[src/rtl/pipe_hazard_ctrl.sv]
// pipe_hazard_ctrl: hazard detection and forwarding control for a 5-stage RV32
// pipeline. It drives all pipeline enables, flushes and bubbles, the EX-stage
// and ID-stage (branch comparator) forward selects, and sequences a multi-cycle
// EX unit through IDLE/BUSY/DONE.
// Optional feature: define HAZARD_PERF_EN to add saturating stall/flush counters.
module pipe_hazard_ctrl #(
    parameter int REG_IDX = 5,
    parameter int MC_LAT  = 4
`ifdef HAZARD_PERF_EN
    ,
    parameter int PERF_W  = 16
`endif
) (
    input  logic               clk,
    input  logic               rst,
    input  logic [REG_IDX-1:0] id_rs1,
    input  logic [REG_IDX-1:0] id_rs2,
    input  logic               id_use_rs1,
    input  logic               id_use_rs2,
    input  logic               id_is_branch,
    input  logic               id_br_taken,
    input  logic [REG_IDX-1:0] ex_rs1,
    input  logic [REG_IDX-1:0] ex_rs2,
    input  logic [REG_IDX-1:0] ex_rd,
    input  logic               ex_regwrite,
    input  logic               ex_memread,
    input  logic               ex_mc_op,
    input  logic [REG_IDX-1:0] mem_rd,
    input  logic               mem_regwrite,
    input  logic               mem_memread,
    input  logic [REG_IDX-1:0] wb_rd,
    input  logic               wb_regwrite,
    output logic               pc_we,
    output logic               if_id_we,
    output logic               if_id_flush,
    output logic               id_ex_we,
    output logic               id_ex_bubble,
    output logic               ex_mem_bubble,
    output logic               mc_busy,
    output logic               mc_done,
    output logic [1:0]         fwd_a,
    output logic [1:0]         fwd_b,
    output logic [1:0]         fwd_id_a,
    output logic [1:0]         fwd_id_b
`ifdef HAZARD_PERF_EN
    ,
    output logic [PERF_W-1:0]  perf_load_stall,
    output logic [PERF_W-1:0]  perf_br_stall,
    output logic [PERF_W-1:0]  perf_mc_stall,
    output logic [PERF_W-1:0]  perf_flush
`endif
);

    typedef enum logic [1:0] {ST_IDLE, ST_BUSY, ST_DONE} mc_state_t;

    // Counter holds the remaining registered BUSY cycles (at most MC_LAT-2).
    localparam int              CNT_W    = $clog2(MC_LAT);
    localparam logic [CNT_W-1:0] CNT_LOAD = CNT_W'(MC_LAT - 2);

    mc_state_t        state, state_nxt;
    logic [CNT_W-1:0] cnt, cnt_nxt;
    logic             busy_int;
    logic             load_use, br_ex, br_load, dstall;
    logic [1:0]       sel_ex_a, sel_ex_b, sel_id_a, sel_id_b;

    // A producer matches a source only if it writes, and never for x0.
    function automatic logic hit(input logic [REG_IDX-1:0] src,
                                 input logic [REG_IDX-1:0] rd,
                                 input logic               we);
        return we && (rd != '0) && (rd == src);
    endfunction

    // Does a producer hit any source the ID instruction actually reads?
    function automatic logic id_hit(input logic [REG_IDX-1:0] rd,
                                    input logic               we);
        return (id_use_rs1 && hit(id_rs1, rd, we)) ||
               (id_use_rs2 && hit(id_rs2, rd, we));
    endfunction

    // Forward selects and stall detection; EX/MEM wins over MEM/WB.
    always_comb begin
        // NOTE: every always_comb output gets a default first so no path leaves it unassigned (no latch).
        sel_ex_a = 2'b00;
        sel_ex_b = 2'b00;
        sel_id_a = 2'b00;
        sel_id_b = 2'b00;
        if (hit(ex_rs1, mem_rd, mem_regwrite))      sel_ex_a = 2'b01;
        else if (hit(ex_rs1, wb_rd, wb_regwrite))   sel_ex_a = 2'b10;
        if (hit(ex_rs2, mem_rd, mem_regwrite))      sel_ex_b = 2'b01;
        else if (hit(ex_rs2, wb_rd, wb_regwrite))   sel_ex_b = 2'b10;
        // A load in MEM has no data yet, so it cannot feed the comparator.
        if (id_is_branch) begin
            if (!mem_memread && hit(id_rs1, mem_rd, mem_regwrite)) sel_id_a = 2'b01;
            else if (hit(id_rs1, wb_rd, wb_regwrite))              sel_id_a = 2'b10;
            if (!mem_memread && hit(id_rs2, mem_rd, mem_regwrite)) sel_id_b = 2'b01;
            else if (hit(id_rs2, wb_rd, wb_regwrite))              sel_id_b = 2'b10;
        end
        load_use = ex_memread && id_hit(ex_rd, ex_regwrite);
        br_ex    = id_is_branch && id_hit(ex_rd, ex_regwrite);
        br_load  = id_is_branch && mem_memread && id_hit(mem_rd, mem_regwrite);
        dstall   = load_use || br_ex || br_load;
    end

    // Multi-cycle unit state register; reset aborts any op in flight.
    always_ff @(posedge clk or negedge rst) begin
        if (!rst) begin
            state <= ST_IDLE;
            cnt   <= '0;
        end else begin
            // NOTE: sequential state uses non-blocking assignments so every register samples pre-edge values.
            state <= state_nxt;
            cnt   <= cnt_nxt;
        end
    end

    // Multi-cycle next state; DONE always returns to IDLE so a held ex_mc_op
    // cannot re-trigger on the op that just finished.
    always_comb begin
        state_nxt = state;
        cnt_nxt   = cnt;
        case (state)
            ST_IDLE: begin
                if (ex_mc_op) begin
                    state_nxt = (MC_LAT == 2) ? ST_DONE : ST_BUSY;
                    cnt_nxt   = CNT_LOAD;
                end
            end
            ST_BUSY: begin
                if (cnt <= CNT_W'(1)) begin
                    state_nxt = ST_DONE;
                    cnt_nxt   = '0;
                end else begin
                    cnt_nxt = cnt - CNT_W'(1);
                end
            end
            ST_DONE: state_nxt = ST_IDLE;
            default: state_nxt = ST_IDLE;
        endcase
    end

    // The op's first cycle is still IDLE, so occupancy there is combinational.
    assign busy_int = (state == ST_BUSY) || ((state == ST_IDLE) && ex_mc_op);

    // Pipeline controls: reset > mc_busy > data stall > taken branch.
    always_comb begin
        pc_we         = 1'b1;
        if_id_we      = 1'b1;
        id_ex_we      = 1'b1;
        if_id_flush   = 1'b0;
        id_ex_bubble  = 1'b0;
        ex_mem_bubble = 1'b0;
        mc_busy       = busy_int;
        mc_done       = (state == ST_DONE);
        fwd_a         = sel_ex_a;
        fwd_b         = sel_ex_b;
        fwd_id_a      = sel_id_a;
        fwd_id_b      = sel_id_b;
        if (!rst) begin
            pc_we         = 1'b0;
            if_id_we      = 1'b0;
            id_ex_we      = 1'b0;
            if_id_flush   = 1'b1;
            id_ex_bubble  = 1'b1;
            ex_mem_bubble = 1'b1;
            mc_busy       = 1'b0;
            mc_done       = 1'b0;
            fwd_a         = 2'b00;
            fwd_b         = 2'b00;
            fwd_id_a      = 2'b00;
            fwd_id_b      = 2'b00;
        end else if (busy_int) begin
            pc_we         = 1'b0;
            if_id_we      = 1'b0;
            id_ex_we      = 1'b0;
            ex_mem_bubble = 1'b1;
        end else if (dstall) begin
            pc_we        = 1'b0;
            if_id_we     = 1'b0;
            id_ex_bubble = 1'b1;
        end else if (id_br_taken) begin
            if_id_flush = 1'b1;
        end
    end

`ifdef HAZARD_PERF_EN
    // Saturating event counters; they stick at all-ones.
    always_ff @(posedge clk or negedge rst) begin
        if (!rst) begin
            perf_load_stall <= '0;
            perf_br_stall   <= '0;
            perf_mc_stall   <= '0;
            perf_flush      <= '0;
        end else begin
            if (load_use && !busy_int && (perf_load_stall != '1))
                perf_load_stall <= perf_load_stall + 1'b1;
            if ((br_ex || br_load) && !load_use && !busy_int && (perf_br_stall != '1))
                perf_br_stall <= perf_br_stall + 1'b1;
            if (busy_int && (perf_mc_stall != '1))
                perf_mc_stall <= perf_mc_stall + 1'b1;
            if (if_id_flush && (perf_flush != '1))
                perf_flush <= perf_flush + 1'b1;
        end
    end
`endif

endmodule

[config.mk]
export PLATFORM = sky130hd
export DESIGN_NAME = pipe_hazard_ctrl
export DESIGN_NICKNAME = d
export VERILOG_FILES = /design/src/rtl/pipe_hazard_ctrl.sv
export SDC_FILE = /design/constraint.sdc
export NUM_CORES = 1
export LEC_CHECK = 0
export BUFFER_PORTS_ARGS = -buffer_cell sky130_fd_sc_hd__buf_4
export CAP_MARGIN = 10
export CORE_MARGIN = 2
export CORE_UTILIZATION = 43
export DETAILED_ROUTE_END_ITERATION = 10
export GPL_TIMING_DRIVEN = 0
export PLACE_DENSITY = 0.81
export SLEW_MARGIN = 25
export SYNTH_ARGS = -nofsm -noshare
export SYNTH_HDL_FRONTEND = slang
export SYNTH_SLANG_ARGS = --single-unit
[constraint.sdc]
create_clock -name clk -period 2.66 [get_ports clk]
set_clock_uncertainty 0.15 [all_clocks]
set_input_delay 0.399 -clock clk [delete_from_list [all_inputs] [get_ports clk]]
set_output_delay 0.399 -clock clk [all_outputs]
set_load 0.005 [all_outputs]
==> run_results.csv <==
group,metric,value,unit
finish,antennaDiodeCount,0,
die,die_w,51.7,microns
clocking,numCtsBuffers,3,
power,peakVddDrop,0.336,mV
status,status,"finished clean",
timing,tns,0,ps
yosys,synth_area_leaders,"xor2_1, xnor2_1, dfrtp_1",
die,initial_core_util,0.447,
yosys,netlist_area,978,sq um
finish,post-route-util,0.656,
clocking,cts_num_sinks,4,
power,clkPwrFrac,0.152,
power,sequentialPowerShare,0.246,
timing,slew_violations,0,
worst_setup_path,rr_startpoint,"state[0]",
worst_hold_path,min_path_type,"input pin to flop",
power,power_density,351,nW/um^2
routing,wl_per_cell,13.2,microns
timing,fin_ws,141,ps
yosys,post-synth-top-area-cell,"xor2_1",
power,pwr-share-comb,0.602,
yosys,synth.distinct_cells,29,
finish,n_fill_cell,191,
timing,rsz0062_at_grt,"no",
timing,max_freq,0.397,GHz
grt,grt_max_degree,13,
clocking,cts_setup_buffers,0,
die,rows,17,
worst_setup_path,cp-startpoint,"mem_rd[0]",
worst_setup_path,startpoint_type,"input pin",
yosys,syn_nets,178,
timing,relSlewSlack,0.684,
routing,drtIter0Drc,14,
finish,fin_area,1440,sq um
yosys,syn_inst,131,
yosys,synth-seq-cells,4,
placement,post-dp-hpwl,2460,microns
power,switching_share,0.400,
die,dieHeight,51.7,microns
yosys,synth_top_family_by_area,"XOR/XNOR gates",
placement,placedInstanceArea,1400,sq um
routing,antenna_left,0,
routing,drt_first_pass_iters,4,
clocking,cts_root_buffer,"clkbuf_4",
clocking,cts_tree,"yes",
finish,nets,236,
yosys,synth_compound_area_frac,0.104,
worst_setup_path,required,2110,ps
grt,antenna_found_initial,0,
worst_hold_path,min_from,"ex_mc_op",
routing,wl,2840,microns
grt,gr-total-overflow,0,
yosys,synth_warnings,0,
routing,route.detailed.drc,0,
worst_hold_path,holdPathStages,3,
clocking,clkLatencyLatePin,240,ps
placement,portBuffers,52,
flow_run,max_cap_violations,0,
worst_setup_path,reg2regPathDepth,3,
yosys,synth.avg_cell_area,7.47,sq um
die,ios,63,
power,p_int,302,uW
routing,vias,1132,
power,p_switching,202,uW
yosys,post_synth_fa_ha_maj_area_fraction,0,
routing,via_per_inst,5.27,
grt,grt_pass1_vias,1095,
yosys,ys_seq_area_frac,0.102,
clocking,h-tree-depth,1,
yosys,synthSimpleGateAreaFrac,0.269,
yosys,synth_xor_area_frac,0.448,
clocking,cts_buffer_depth,2,
placement,place_ws,140,ps
clocking,cts_resized,0,
timing,worst_slew_pin_slew,470,ps
clocking,path_clk_slew,40,ps
finish,synthToLayoutAreaGrowth,46.8,%
die,coreArea,2190,sq um
worst_setup_path,critPathMaxFanout,7,
worst_setup_path,crit_arrival,1970,ps
power,total_power,504,uW
worst_setup_path,timing_worst_setup_path_type,"input pin to primary output",
finish,drive_above_1_share,0.332,
timing,period_minus_slack,2520,ps
grt,grt_use_total,0.229,
timing,fin_crit_sh,0.947,
timing,final-setup-viol-count,0,
yosys,yosysTopAreaCellShare,0.286,
die,die_area,2670,sq um
power,leakagePower,0.000630,uW
placement,gp_congestion,0.809,
grt,grt_pass1_wl,4690,microns
yosys,muxShareOfSynthArea,0.0102,
timing,hold_viol,0,
worst_setup_path,end_kind,"primary output",
[flip-flops by register name, indices dropped and copies added (netlist names)]
name,count
cnt,2
state,2
[metrics by stage]
| stage | hold slack [ps] | instances |
|---|---|---|
| floorplan | -46.6 | 131 |
| global placement | 78.6 | 211 |
| detailed placement | 80.7 | 211 |
| CTS | 286 | 215 |
| global route | 291 | 215 |
| finish | 296 | 215 |
[power groups by stage]
stage               Sequential (uW)  Clock, uW  Combinational, uW
floorplan                       115          0                169
global placement                120          0                291
detailed placement              123          0                303
CTS                             122       79.4                306
global route                    126       84.5                338
finish                          124       76.7                303
[worst max-delay path, cell delays in order]
cell and delay (ps):
clkbuf_1 180, or4_4 540, o21ai_4 220, or2_1 150, o221ai_2 110, nor2_1 160, buf_4 130, buf_4 90
[layer usage]
| layer | global-route usage | share of wire |
|---|---|---|
| met5 | 0 | 0 |
| met4 | 0.0482 | 0 |
| met3 | 0.0287 | 0.055 |
| met2 | 0.434 | 0.53 |
| met1 | 0.273 | 0.41 |
[path summary, 6_finish.rpt]
check	slack, ps	to
min in group asynchronous	370	cnt[0]
max in group asynchronous	1850	state[1]
min	300	state[0]
max reg2reg	1430	cnt[0]
max	140	pc_we
min reg2reg	340	state[0]
[synthesized netlist by cell type (all sizes together)]
cell type and count:
nor3 13, nand2 6, or2 1, a21o 1
xor2 32, a32oi 1, buf 4, mux2i 1
o21a 2, inv 3, o21ai 6, clkbuf 7
xnor2 18, nand3 11, and4 1, nor3b 1
or4 3, nor4 6, o221ai 2, a21oi 1
nor2 4, dfrtp 4, and2 3
[cells in the final DEF (no fill, tap or decap), drive strengths merged]
cell type    count
a21o             1
o21a             2
o21ai            6
dfrtp            4
xor2            32
a32oi            1
inv              3
xnor2           18
clkbuf          10
nor4             6
nor2             4
or4              3
nor3            13
o221ai           2
or2              1
mux2i            1
a21oi            1
buf             56
nand3           11
and2             3
and4             1
dlygate4sd3      1
nor3b            1
nand2            6
[timing repair]
item	CTS	global route
hold buffers	1	0
endpoints found under the setup margin	0	0
endpoints found under the hold margin	4	0
[area by class of cell]
| cell class | count | area, sq um | area share |
|---|---|---|---|
| multi-input cells | 113 | 812 | 0.565 |
| plain buffers | 11 | 55.1 | 0.0383 |
| repair buffers | 53 | 400 | 0.279 |
| clock buffers | 3 | 22.5 | 0.0157 |
| flip-flops and latches | 4 | 100 | 0.0697 |
| inverters | 3 | 11.3 | 0.00784 |
| well taps | 28 | 35.0 | 0.0244 |
[cells by family after synthesis]
| group | count (synthesis) |
|---|---|
| AOI/OAI and AO/OA | 13 |
| xor gates and xnor gates | 50 |
| and+or+nand+nor | 49 |
| buffers and inverters | 14 |
| muxes | 1 |
| DFF | 4 |
Note: power is estimated with default switching activity, not from simulation.
